### config.mk
export PLATFORM = sky130hd
export DESIGN_NAME = mem_port_arbiter
export DESIGN_NICKNAME = d
export VERILOG_FILES = /design/src/rtl/mem_port_arbiter.sv
export SDC_FILE = /design/constraint.sdc
export NUM_CORES = 1
export LEC_CHECK = 0
export ABC_AREA = 1
export CORE_ASPECT_RATIO = 1.75
export CORE_MARGIN = 2
export CORE_UTILIZATION = 40
export CTS_CLUSTER_SIZE = 12
export DETAILED_ROUTE_END_ITERATION = 8
export MAX_ROUTING_LAYER = met4
export PLACE_DENSITY_LB_ADDON = 0.3
export SLEW_MARGIN = 20
export SYNTH_ARGS = -nofsm -noshare
export SYNTH_HDL_FRONTEND = slang
export SYNTH_SLANG_ARGS = --single-unit
### constraint.sdc
create_clock -name i_clk -period 4.1 [get_ports i_clk]
set_input_delay 1.025 -clock i_clk [delete_from_list [all_inputs] [get_ports i_clk]]
set_output_delay 1.025 -clock i_clk [all_outputs]
set_load 0.01 [all_outputs]
### src/rtl/mem_port_arbiter.sv
// mem_port_arbiter
//   Shares one single-ported unified memory between instruction fetch and the
//   load/store path. Only one transaction is outstanding at a time. Data requests
//   take priority over fetches. Stores are steered onto byte lanes. Loads are
//   extracted from their lanes and then zero- or sign-extended.
//
// Ports
//   i_clk, i_rst_n                 clock, asynchronous active-low reset
//   i_if_req/i_if_addr/i_flush     fetch request (level-held), fetch cancel
//   o_if_valid/o_if_rdata          one-cycle fetch response
//   i_dm_ren/i_dm_wen/i_dm_addr    load/store request (level-held)
//   i_dm_wdata/i_dm_size/i_dm_unsigned  store data, access size, load extension
//   o_dm_done/o_dm_rdata/o_dm_misaligned  one-cycle data response
//   o_mem_req/o_mem_we/o_mem_addr/o_mem_be/o_mem_wdata  memory request side
//   i_mem_gnt/i_mem_rvalid/i_mem_rdata                  memory response side
module mem_port_arbiter #(
  parameter int unsigned ADDR_W = 32
) (
  input  logic              i_clk,
  input  logic              i_rst_n,
  input  logic              i_if_req,
  input  logic [ADDR_W-1:0] i_if_addr,
  input  logic              i_flush,
  output logic              o_if_valid,
  output logic [31:0]       o_if_rdata,
  input  logic              i_dm_ren,
  input  logic              i_dm_wen,
  input  logic [ADDR_W-1:0] i_dm_addr,
  input  logic [31:0]       i_dm_wdata,
  input  logic [1:0]        i_dm_size,
  input  logic              i_dm_unsigned,
  output logic              o_dm_done,
  output logic [31:0]       o_dm_rdata,
  output logic              o_dm_misaligned,
  output logic              o_mem_req,
  output logic              o_mem_we,
  output logic [ADDR_W-1:0] o_mem_addr,
  output logic [3:0]        o_mem_be,
  output logic [31:0]       o_mem_wdata,
  input  logic              i_mem_gnt,
  input  logic              i_mem_rvalid,
  input  logic [31:0]       i_mem_rdata
);

  typedef enum logic [1:0] {S_IDLE, S_REQ, S_WAIT, S_RESP} state_t;

  state_t            r_state;
  logic              r_owner_dm;
  logic              r_flush_pend;
  logic              r_err;
  logic              r_we;
  logic              r_uns;
  logic [1:0]        r_size;
  logic [ADDR_W-1:0] r_addr;
  logic [3:0]        r_be;
  logic [31:0]       r_wdata;
  logic [31:0]       r_if_rdata;
  logic [31:0]       r_dm_rdata;

  logic              w_dm_req;
  logic [1:0]        w_a;
  logic              w_misal;
  logic [3:0]        w_st_be;
  logic [31:0]       w_st_wdata;
  logic [7:0]        w_ld_byte;
  logic [15:0]       w_ld_half;
  logic [31:0]       w_ld_data;

  assign w_dm_req = i_dm_ren | i_dm_wen;
  assign w_a      = i_dm_addr[1:0];

  // Size 11 falls through to the word cases everywhere.
  always_comb begin
    w_misal    = 1'b0;
    w_st_be    = 4'b1111;
    w_st_wdata = i_dm_wdata;
    case (i_dm_size)
      2'b00: begin
        w_st_be    = 4'b0001 << w_a;
        w_st_wdata = {4{i_dm_wdata[7:0]}};
      end
      2'b01: begin
        w_misal    = w_a[0];
        w_st_be    = w_a[1] ? 4'b1100 : 4'b0011;
        w_st_wdata = {2{i_dm_wdata[15:0]}};
      end
      default: begin
        w_misal    = (w_a != 2'b00);
      end
    endcase
  end

  // Load lane extraction uses the byte offset captured with the request.
  always_comb begin
    w_ld_byte = i_mem_rdata[7:0];
    case (r_addr[1:0])
      2'd1:    w_ld_byte = i_mem_rdata[15:8];
      2'd2:    w_ld_byte = i_mem_rdata[23:16];
      2'd3:    w_ld_byte = i_mem_rdata[31:24];
      default: w_ld_byte = i_mem_rdata[7:0];
    endcase
    w_ld_half = r_addr[1] ? i_mem_rdata[31:16] : i_mem_rdata[15:0];
    case (r_size)
      2'b00:   w_ld_data = {{24{~r_uns & w_ld_byte[7]}}, w_ld_byte};
      2'b01:   w_ld_data = {{16{~r_uns & w_ld_half[15]}}, w_ld_half};
      default: w_ld_data = i_mem_rdata;
    endcase
  end

  always_ff @(posedge i_clk or negedge i_rst_n) begin
    if (!i_rst_n) begin
      r_state      <= S_IDLE;
      r_owner_dm   <= 1'b0;
      r_flush_pend <= 1'b0;
      r_err        <= 1'b0;
      r_we         <= 1'b0;
      r_uns        <= 1'b0;
      r_size       <= '0;
      r_addr       <= '0;
      r_be         <= '0;
      r_wdata      <= '0;
      r_if_rdata   <= '0;
      r_dm_rdata   <= '0;
    end else begin
      case (r_state)
        S_IDLE: begin
          if (w_dm_req) begin
            r_owner_dm <= 1'b1;
            r_addr     <= i_dm_addr;
            r_we       <= i_dm_wen;
            r_be       <= i_dm_wen ? w_st_be : 4'b1111;
            r_wdata    <= i_dm_wen ? w_st_wdata : '0;
            r_size     <= i_dm_size;
            r_uns      <= i_dm_unsigned;
            r_err      <= w_misal;
            if (w_misal) begin
              r_dm_rdata <= '0;
              r_state    <= S_RESP;
            end else begin
              r_state    <= S_REQ;
            end
          end else if (i_if_req && !i_flush) begin
            r_owner_dm <= 1'b0;
            r_addr     <= i_if_addr;
            r_we       <= 1'b0;
            r_be       <= 4'b1111;
            r_wdata    <= '0;
            r_size     <= 2'b10;
            r_uns      <= 1'b0;
            r_err      <= 1'b0;
            r_state    <= S_REQ;
          end
        end
        S_REQ: begin
          if (!r_owner_dm && i_flush) begin
            r_state <= S_IDLE;
          end else if (i_mem_gnt) begin
            r_state <= S_WAIT;
          end
        end
        S_WAIT: begin
          // A fetch already granted cannot be withdrawn from the memory, so it
          // is allowed to finish and only its response pulse is dropped.
          if (!r_owner_dm && i_flush) begin
            r_flush_pend <= 1'b1;
          end
          if (i_mem_rvalid) begin
            if (r_owner_dm) begin
              r_dm_rdata <= r_we ? '0 : w_ld_data;
            end else begin
              r_if_rdata <= i_mem_rdata;
            end
            r_state <= S_RESP;
          end
        end
        S_RESP: begin
          r_flush_pend <= 1'b0;
          r_state      <= S_IDLE;
        end
        default: r_state <= S_IDLE;
      endcase
    end
  end

  assign o_mem_req       = (r_state == S_REQ);
  assign o_mem_we        = r_we;
  assign o_mem_addr      = {r_addr[ADDR_W-1:2], 2'b00};
  assign o_mem_be        = r_be;
  assign o_mem_wdata     = r_wdata;
  assign o_if_valid      = (r_state == S_RESP) && !r_owner_dm && !r_flush_pend;
  assign o_if_rdata      = r_if_rdata;
  assign o_dm_done       = (r_state == S_RESP) && r_owner_dm;
  assign o_dm_misaligned = (r_state == S_RESP) && r_owner_dm && r_err;
  assign o_dm_rdata      = r_dm_rdata;

endmodule

# Word level (Yosys, flattened, before mapping)
# Index checks and enable logic that the tools add are counted.
classes:
  add_sub_neg: 0
  multipliers: 0
  div_mod_pow: 0
  order_cmp: 0
  eq_ne: 15
  shift: 1
  mux: 37
  bitwise: 5
  n_reduce_logical: 21
ops:
  columns: ["operator", "n"]
  rows:
  - ["$mux 32", 10]
  - ["$pmux 32 s2", 3]
  - ["$pmux 8 s3", 1]
  - ["$mux 16", 1]
  - ["$mux 2", 8]
  - ["$mux 4", 4]
  - ["$ne 2x2->1 const B", 5]
  - ["$eq 2x1->1 const B", 4]
  - ["$eq 2x2->1 const B", 4]
  - ["$pmux 2 s4", 1]
  - ["$pmux 4 s2", 1]
  - ["$reduce_bool 2->1", 4]
  - ["$logic_and 1x1->1", 6]
  - ["$logic_not 2->1", 3]
  - ["$mux 1", 6]
  - ["$reduce_and 3->1", 2]
  - ["$reduce_and 5->1", 1]
  - ["$pmux 1 s2", 2]
  - ["$reduce_and 2->1", 2]
  - ["$shl 1x2->4 const A", 1]
  - ["$logic_not 1->1", 3]
  - ["$ne 3x1->1 const B", 1]
  - ["$ne 3x3->1 const B", 1]
  - ["$and 1x1->1", 2]
  - ["2 further kinds", 3]
word_totals:
  register_bits: 141
  latch_bits: 0
  ram_bits: 0
  rom_bits: 0
  input_bits: 139
  out_inout_bits: 137
  wordCells: 91
  n_memories: 0

# Logic depth before layout (Yosys ltp)
# Gate-level depths: netlist of run 1.
logic_depth:
  depth_word: 8
  mapped_depth: 10
  mapped_depth_nobuf: 8

# Least setup slack after synthesis of run 1
# OpenSTA, ideal clock, no wires.
synth_path:
  path_kind: "in2reg"
  startpoint: "in i_dm_size[1]"
  endpoint: "reg r_dm_rdata[21], in the netlist o_dm_rdata[21]"
  setup_time_ns: 0.065
  arrival_ns: 1.944
  t_required_ns: 4.035
  setup_slack_ns: 2.091
  path_stages: 10
  n_path_buf: 2
  cell_sequence: "buf_4 inv_2 nand2_1 nand3_1 nand2_2 nand3_4 buf_6 nor2_1 nand2_1 nand2_1"
synth_between:
  elab_chain_cells: 4
  elab_cells_between_ends: 5
  cone_classes: "2 x eq/ne; 1 x mux; 2 x reduce/logical"
synth_rtl:
  columns: ["element", "line_no", "source"]
  rows:
  - ["start, declared", "30", "input logic [1:0] i_dm_size,"]
  - ["$eq 2x1->1 or $logic_not 2->1 (tied branches)", "77", "case (i_dm_size)"]
  - ["$pmux 1 s2 (*)", "77", null]
  - ["$ne 2x2->1 (no line) (*)", null, null]
  - ["$reduce_and 5->1 (no line) (*)", null, null]
  - ["end signal, assigned", "169", "r_dm_rdata <= r_we ? '0 : w_ld_data;"]
  - ["end, declared", "58", "logic [31:0] r_dm_rdata;"]
# Mark *: on every way between the ends. The rest lies on a longest branch, timed or not.
# A chain may end at the register's enable or synchronous reset.

# Worst setup path in the final report of run 1
layout_path:
  startpoint: "reg r_state[1]"
  endpoint: "out o_dm_misaligned"
layout_between:
  elab_chain_cells: 3
layout_rtl:
  columns: ["element", "line_no", "source"]
  rows:
  - ["start, declared", "47", "state_t r_state;"]
  - ["start signal, assigned", "112", "r_state <= S_IDLE;"]
  - ["start signal, assigned", "138", "r_state <= S_RESP;"]
  - ["start signal, assigned", "140", "r_state <= S_REQ;"]
  - ["$eq 2x2->1", "193", "assign o_dm_misaligned = (r_state == S_RESP) && r_owner_dm && r_err;"]
  - ["$logic_and 1x1->1 (2 in series)", "193", null]
  - ["end, declared", "34", "output logic o_dm_misaligned,"]
# No other way between the ends.

==> results of run 1 <==
==> layout make-up <==
| cell class | count | area, µm² | area share |
|---|---|---|---|
| sequential | 141 | 3528 | 0.3482 |
| clock buffer | 19 | 432.9 | 0.04272 |
| tap | 227 | 284.0 | 0.02803 |
| inverter | 50 | 187.7 | 0.01852 |
| timing repair buffer | 280 | 2811 | 0.2774 |
| clock inverter | 12 | 140.1 | 0.01383 |
| multi-input combinational | 580 | 2749 | 0.2713 |
==> flip-flops by register name (all words and copies together), names as in the netlist <==
register,cells
r_err,1
o_if_rdata,32
r_flush_pend,1
r_state,2
o_mem_we,1
r_uns,1
o_mem_wdata,32
o_dm_rdata,32
o_mem_be,4
r_addr,32
r_owner_dm,1
r_size,2
==> worst max path at each step <==
stage                                  to  slack [ps]  depth (start not counted)
after floorplan            o_dm_rdata[21]        2090                         10
after global placement    o_mem_wdata[26]        1050                         10
after detailed placement  o_mem_wdata[26]         980                         10
after CTS                 o_dm_misaligned        1230                          3
after global routing      o_dm_misaligned        1130                          3
final                     o_dm_misaligned        1250                          3
==> logic make-up after synthesis <==
logic type,count (synthesis),synth area share
DFF,141,0.5105
buffers and inverters,122,0.09232
other,1,0.0005426
and+or+nand+nor,418,0.2473
AOI/OAI and AO/OA,145,0.1168
muxes,15,0.03259
==> layer usage <==
layer	vias up	routed length [µm]
li1	3130	-
met5	-	0
met1	3079	7843
met3	38	1217
met2	222	11900
met4	0	690
==> layout by cell type (no fill, tap or decap), types with 14 or more instances in the layout <==
| cell | netlist | layout |
|---|---|---|
| nand3_1 | 21 | 21 |
| nand2_1 | 259 | 259 |
| o21ai_1 | 58 | 58 |
| clkdlybuf4s50_1 | 0 | 272 |
| clkbuf_16 | 0 | 17 |
| mux2_4 | 15 | 15 |
| inv_1 | 39 | 39 |
| dfrtp_1 | 141 | 141 |
| nor2_1 | 112 | 112 |
| o21ai_0 | 14 | 14 |
| a21oi_1 | 21 | 21 |
| a31oi_1 | 34 | 34 |
==> report_power, final <==
part	switching (µW)	internal [µW]	total (µW)
logic	1640	1670	3320
clock network	613	899	1510
registers	411	1990	2410
==> through the flow <==
step           hold slack, ps  std cells  total power (µW)
2_1_floorplan           445.2        843              4259
3_3_place_gp            461.4       1278              5695
3_5_place_dp            463.8       1278              5758
4_1_cts                 480.5       1309              7289
5_1_grt                 498.8       1309              7709
6_report                479.6       1309              7235
==> tightest hold or removal path: cells and delay by family (launching register included) <==
family	cells	cell delay (ps)
flip-flops	1	340
AND/OR/NAND/NOR	2	100
==> reports/metrics.cfg, run 1 <==
[final_layout]
num_antenna_cells = 0
fin_util = 0.5979
areaGrowthSynthToFinish_pct = 46.62
design_area_um2 = 10130
layout-drive-gt1-share = 0.07856
fin_nets = 1209
n_fill_cell = 1536

[synthesis]
yosysMostFrequentCell = nand2_1
async_reset_ff_frac = 1.000
ys_ff_latch = 141
synth.top_cell.area_share = 0.5105
postSynthAreaPerCell_um2 = 8.209
syn_area_um2 = 6912
synth_common_cells = 259 x nand2_1, 141 x dfrtp_1, 112 x nor2_1
yosysWarnings = 0
synth_top_flop_cell = dfrtp_1
synth_top_area_cell = dfrtp_1
synth_area_leaders = dfrtp_1 51%, nand2_1 14%, nor2_1 6.1%
yosysSeqAreaShare = 0.5105
synthCells = 842
synth_cell_types = 36
synth-edff-count = 0

[min_path]
min_path_cells = 2
hp-class = flop to flop
worstHoldStart = o_dm_rdata[15]
hold_end = o_dm_rdata[15]

[timing]
fmax_mhz = 350.8
clock_skew_ps = 10.31
timing.setup.tns_ps = 0
min_period_ps = 2851
grt_setup_unrepaired = no
relSlewSlack = 0.3215
finalWorstSetupSlack_ps = 1249
drv_slew = 0
tightest_slew_ps = 1014
hold_viol = 0
finalCritPeriodShare = 0.6954
setup_viol = 0

[worst_setup_path]
regToRegEndpoint = o_dm_rdata[17]
critPathTopFamily = buffers and inverters
slowest_stage = clkdlybuf4s50_1
criticalPathCategory = flop to primary output
cp_max_fo = 5
critPathLaunch = r_state[1]
cp.arrival_ps = 1830
r2r_cells = 7
max_stage_delay_ps = 590
r2r_start = r_size[1]
path_buf_inv = 1
path_cells = nand2_1 -> nor3b_1 -> clkdlybuf4s50_1
r2r_slack_ps = 1870
endpoint_kind = primary output
worstPathRequired_ps = 3070
startpoint_type = flop

[cts]
hold_buffers = 0
clock_sinks = 141
clock-root-buffer = clkbuf_16
cts_setup_buffers = 0
clock_latency_ps = 410
htree_levels = 4
cts_max_path_buffers = 2
cts_tree = built
path_clk_slew_ps = 60
cts_made_buffers = 17
cts_resized = 0

[route]
ant_nets = 0
via_per_inst = 4.942
wl_um = 21650
drc = 0
initialDrtViolationCount = 221
dr.pass1.iters = 6
wl_per_cell_um = 16.54
vias = 6469

[die]
num_io_pins = 276
dieArea_um2 = 18390
die_w_um = 103.4
row_count = 63
core_um2 = 16950
die_h_um = 177.9
start_util = 0.4078

[grt]
grt_pass1_vias = 6384
use_met1 = 0.2601
grt_usage = 0.2441
grt_max_degree = 76
gr-usage-met2 = 0.4304
top_usage_layer = met2
grtUsageMet3 = 0.05002
grt_pass1_wl_um = 32940
antenna_found_initial = 0
grt_overflow = 0

[run]
maxCapViolCount = 0

[power]
p_leak_uw = 0.004628
pwr_density_cell_nw_per_um2 = 714.0
ir_drop_uv = 392.6

[place]
dp_slack_ps = 982.7
hpwl_um = 16330
place_congestion = 0.9358
placed_area_um2 = 9560
port_buffers = 273

[status]
outcome = complete, no violations

Note: power is estimated with default switching activity, not from simulation.
==> inputs of run 2 (changes only) <==
Clock period 4.1 ns to 2.6 ns, I/O delays scaled along.
==> reports/metrics.cfg, run 2 (synthesized netlist as in run 1, its figures left out) <==
[grt]
grt_max_degree = 73  ; was 76
grt_pass1_vias = 6614  ; was 6384
grt_usage = 0.2451  ; was 0.2441
grt_overflow = 0  ; unchanged
grt_pass1_wl_um = 33290  ; was 32940 µm
antenna_found_initial = 1  ; was 0

[timing]
finalCritPeriodShare = 0.9436
finalWorstSetupSlack_ps = 146.5  ; was 1249 ps
clock_skew_ps = 8.718  ; was 10.31 ps
min_period_ps = 2453
grt_setup_unrepaired = no  ; unchanged
drv_slew = 0  ; unchanged
timing.setup.tns_ps = 0  ; unchanged
setup_viol = 0  ; unchanged
hold_viol = 0  ; unchanged
fmax_mhz = 407.6

[place]
place_congestion = 0.9308  ; was 0.9358
dp_slack_ps = 237.1  ; was 982.7 ps
hpwl_um = 16570  ; was 16330 µm
port_buffers = 273  ; unchanged
place_inst = 1288  ; was 1278
placed_area_um2 = 9661  ; was 9560 µm²

[power]
pwr_density_cell_nw_per_um2 = 1126  ; was 714.0 nW/µm²
ir_drop_uv = 536.7  ; was 392.6 µV
p_leak_uw = 0.004714  ; was 0.004628 µW

[cts]
clock-root-buffer = clkbuf_16  ; unchanged
path_clk_slew_ps = 60  ; about the same
htree_levels = 4  ; unchanged
cts_made_buffers = 17  ; unchanged
clock_sinks = 141  ; unchanged
hold_buffers = 0  ; unchanged
clock_latency_ps = 400  ; was 410 ps
cts_tree = built  ; unchanged
cts_resized = 0  ; unchanged
cts_setup_buffers = 0  ; unchanged
cts_max_path_buffers = 2  ; unchanged

[worst_setup_path]
cp.arrival_ps = 1800  ; was 1830 ps
criticalPathCategory = flop to primary output  ; unchanged
worstPathRequired_ps = 1950  ; was 3070 ps
cp_max_fo = 5  ; unchanged
path_cells = nand2_1 -> nor3b_1 -> clkdlybuf4s50_1  ; unchanged
endpoint_kind = primary output  ; unchanged
startpoint_type = flop  ; unchanged
max_stage_delay_ps = 590  ; about the same
slowest_stage = clkdlybuf4s50_1  ; unchanged

[route]
vias = 6465  ; was 6469
ant_nets = 0  ; unchanged
wl_um = 21590  ; was 21650 µm
drc = 0  ; unchanged
via_per_inst = 4.894  ; was 4.942
wl_per_cell_um = 16.35  ; was 16.54 µm
initialDrtViolationCount = 184  ; was 221
dr.pass1.iters = 4  ; was 6

[die]
dieArea_um2 = 18390  ; unchanged
num_io_pins = 276  ; unchanged
start_util = 0.4078  ; unchanged
die_h_um = 177.9  ; unchanged
die_w_um = 103.4  ; unchanged
row_count = 63  ; unchanged
core_um2 = 16950  ; unchanged

[status]
outcome = complete, no violations  ; unchanged

[final_layout]
layout-drive-gt1-share = 0.08875  ; was 0.07856
final_common_cell = clkdlybuf4s50_1  ; unchanged
final_cell_mix = 272 x clkdlybuf4s50_1, 259 x nand2_1, 141 x dfrtp_1, 112 x nor2_1, 58 x o21ai_1  ; unchanged
fin_nets = 1219  ; was 1209
design_area_um2 = 10260  ; was 10130 µm²
fin_util = 0.6054  ; was 0.5979
fin_cells = 1321  ; was 1309
areaGrowthSynthToFinish_pct = 48.44  ; was 46.62%

[min_path]
hp-class = input pin to asynchronous set/reset pin  ; was flop to flop

[run]
maxCapViolCount = 0  ; unchanged

## run 2: path summary, 6_finish.rpt
| check | end | from | depth (start not counted) | slack [ps] |
|---|---|---|---|---|
| max reg2reg | o_dm_rdata[19] | r_size[1] | 7 | 610 |
| min | r_addr[12] | i_rst_n | 1 | 160 |
| max in group asynchronous | o_dm_rdata[22] | i_rst_n | 2 | 1710 |
| max | o_dm_misaligned | r_state[1] | 3 | 150 |
| min reg2reg | o_dm_rdata[9] | o_dm_rdata[9] | 2 | 480 |
| min in group i_clk | o_dm_rdata[9] | o_dm_rdata[9] | 2 | 480 |
## run 2: worst max-delay path: cells and delay by family (launching register included)
family        cells  cell delay, ps
buf+inv           1             590
flops             1             460
simple gates      2             350
## run 2: power breakdown
part | internal (µW) | switching [µW]
Sequential | 3150 | 596
Clock | 1460 | 985
Combinational | 2700 | 2660
## run 2: metal layers
| metal | up-vias | routed length, µm | share of wire | global-route usage |
|---|---|---|---|---|
| met1 | 2997 | 7643 | 0.35 | 0.2526 |
| met4 | 0 | 981 | 0.045 | 0.1245 |
| met2 | 249 | 11720 | 0.54 | 0.4288 |
| met5 | - | 0 | 0 | - |
| met3 | 60 | 1242 | 0.058 | 0.05120 |
| li1 | 3159 | - | - | - |
## run 2: layout make-up
cell class                 count  area, µm²
fill                        1478       6688
sequential                   141       3528
timing repair buffer         290       2912
multi-input combinational    580       2749
clock buffer                  19      442.9
tap                          227      284.0
inverter                      50      187.7
clock inverter                13      153.9
antenna                        1      2.502
## run 2: metrics by stage
stage / power, µW / hold WS (ps)
global placement: 9087 / 462.0
CTS: 11670 / 171.2
detailed placement: 9166 / 464.3
global route: 12330 / 171.1
finish: 11550 / 155.6
floorplan: 6717 / 354.4
==> inputs of run 3 (changes only) <==
--- a/config.mk
+++ b/config.mk
@@ -18,2 +18,3 @@
 export SYNTH_HDL_FRONTEND = slang
 export SYNTH_SLANG_ARGS = --single-unit
+export TNS_END_PERCENT = 50
==> constraint.sdc (replaced) <==
create_clock -name i_clk -period 2.6 [get_ports i_clk]
set_input_delay 0.26 -clock i_clk [delete_from_list [all_inputs] [get_ports i_clk]]
set_output_delay 0.26 -clock i_clk [all_outputs]
set_load 0.01 [all_outputs]
==> reports/metrics.cfg, run 3 (synthesized netlist as in run 1, its figures left out) <==
[status]
outcome = complete, no violations  ; unchanged

[cts]
cts_made_buffers = 17  ; unchanged
cts_resized = 0  ; unchanged
clock_latency_ps = 430  ; was 400 ps
path_clk_slew_ps = 70  ; was 60 ps
cts_tree = built  ; unchanged
cts_max_path_buffers = 2  ; unchanged
clock_sinks = 141  ; unchanged
htree_levels = 4  ; unchanged
clock-root-buffer = clkbuf_16  ; unchanged

[timing]
fmax_mhz = 483.0  ; was 407.6 MHz
clock_skew_ps = 14.98  ; was 8.718 ps
setup_viol = 0  ; unchanged
finalCritPeriodShare = 0.7963  ; was 0.9436
hold_viol = 0  ; unchanged
grt_setup_unrepaired = no  ; unchanged
min_period_ps = 2070  ; was 2453 ps
relSlewSlack = 0.6076
timing.setup.tns_ps = 0  ; unchanged
tightest_slew_ps = 588.7
drv_slew = 0  ; unchanged
timing.hold.ws_ps = 366.1  ; was 155.6 ps

[route]
via_per_inst = 4.892  ; was 4.894
wl_per_cell_um = 16.77  ; was 16.35 µm
vias = 6452  ; was 6465
dr.pass1.iters = 4  ; unchanged
drc = 0  ; unchanged
initialDrtViolationCount = 232  ; was 184
wl_um = 22130  ; was 21590 µm
ant_nets = 0  ; unchanged

[die]
core_um2 = 16950  ; unchanged
start_util = 0.4078  ; unchanged
num_io_pins = 276  ; unchanged
dieArea_um2 = 18390  ; unchanged
row_count = 63  ; unchanged
die_w_um = 103.4  ; unchanged
die_h_um = 177.9  ; unchanged

[final_layout]
fin_nets = 1218  ; was 1219
areaGrowthSynthToFinish_pct = 48.32  ; was 48.44%
fin_cells = 1319  ; was 1321
final_cell_mix = 272 x clkdlybuf4s50_1, 259 x nand2_1, 141 x dfrtp_1, 112 x nor2_1, 58 x o21ai_1  ; unchanged
layout-drive-gt1-share = 0.08791  ; was 0.08875
final_common_cell = clkdlybuf4s50_1  ; unchanged
num_antenna_cells = 0  ; was 1
fin_util = 0.6049  ; was 0.6054

[worst_setup_path]
cp.arrival_ps = 1810  ; was 1800 ps
slowest_stage = clkdlybuf4s50_1  ; unchanged
r2r_start = r_size[1]  ; unchanged
max_stage_delay_ps = 590  ; about the same
cp_max_fo = 5  ; unchanged
endpoint_kind = primary output  ; unchanged
critPathTopFamily = buffers and inverters  ; unchanged
worstPathRequired_ps = 2340  ; was 1950 ps
regToRegEndpoint = o_dm_rdata[2]  ; was o_dm_rdata[19]
startpoint_type = flop  ; unchanged
r2r_cells = 7  ; unchanged
path_cells = nand2_1 -> nor3b_1 -> clkdlybuf4s50_1  ; unchanged
path_buf_inv = 1  ; unchanged
r2r_slack_ps = 720  ; was 610 ps
criticalPathCategory = flop to primary output  ; unchanged

[min_path]
hp-class = input pin to asynchronous set/reset pin  ; unchanged

[place]
place_congestion = 0.9282  ; was 0.9308
place_inst = 1286  ; was 1288
port_buffers = 273  ; unchanged
hpwl_um = 17060  ; was 16570 µm

[power]
p_leak_uw = 0.004708  ; was 0.004714 µW
ir_drop_uv = 567.7  ; was 536.7 µV
pwr_density_cell_nw_per_um2 = 1133  ; was 1126 nW/µm²

[grt]
grt_overflow = 0  ; unchanged
grt_pass1_vias = 6497  ; was 6614
grt_usage = 0.2525  ; was 0.2451
grt_pass1_wl_um = 34110  ; was 33290 µm
grt_max_degree = 63  ; was 73
antenna_found_initial = 0  ; was 1

[run]
maxCapViolCount = 0  ; unchanged

run 3: worst max path at each step:
stage | depth (start not counted) | end | slack (ps) | start
finish | 3 | o_dm_misaligned | 530 | r_state[1]
global route | 3 | o_dm_misaligned | 430 | r_state[1]
CTS | 3 | o_dm_misaligned | 520 | r_state[1]
detailed placement | 9 | o_mem_wdata[2] | 440 | i_flush
global placement | 10 | o_mem_wdata[26] | 500 | i_dm_wen
floorplan | 6 | o_if_rdata[10] | 1230 | r_state[0]
run 3: worst reg2reg max path: stages, from the launching register on:
cell	delay (ps)
dfrtp_1	510
inv_2	170
buf_4	330
nand2_1	270
o22ai_1	220
a21oi_1	90
nand2_1	120
nand2_1	60
run 3: cell type report:
type	count	area [µm²]
Clock buffer	18	439.2
Inverter	50	187.7
Timing Repair Buffer	289	2894
Sequential cell	141	3528
Multi-Input combinational cell	580	2749
Tap cell	227	284.0
Clock inverter	14	168.9
Fill cell	1494	6696
run 3: per-stage QoR:
stage | setup WS [ps] | area (µm²) | power (µW)
floorplan | 1229 | 6915 | 6717
CTS | 515.9 | 10250 | 11710
global route | 425.4 | 10250 | 12350
detailed placement | 441.1 | 9633 | 9145
global placement | 503.2 | 9633 | 9034
finish | 529.7 | 10250 | 11610
run 3: where the power goes:
part / internal [µW] / leakage [µW] / switching (µW)
combinational: 2680 / 0.00266 / 2660
clock: 1480 / 0.000291 / 1050
sequential: 3150 / 0.00175 / 597
run 3: what timing repair did:
item,CTS,global route
hold buffers,1,0
buffers inserted,0,0
endpoints found under the hold margin,60,0
run 3: per-layer routing:
layer,vias up,share of wire,track usage
li1,3157,-,-
met1,3017,0.35,0.2615
met2,234,0.56,0.4573
met3,44,0.056,0.04884
met4,0,0.032,0.09868
met5,-,0,-
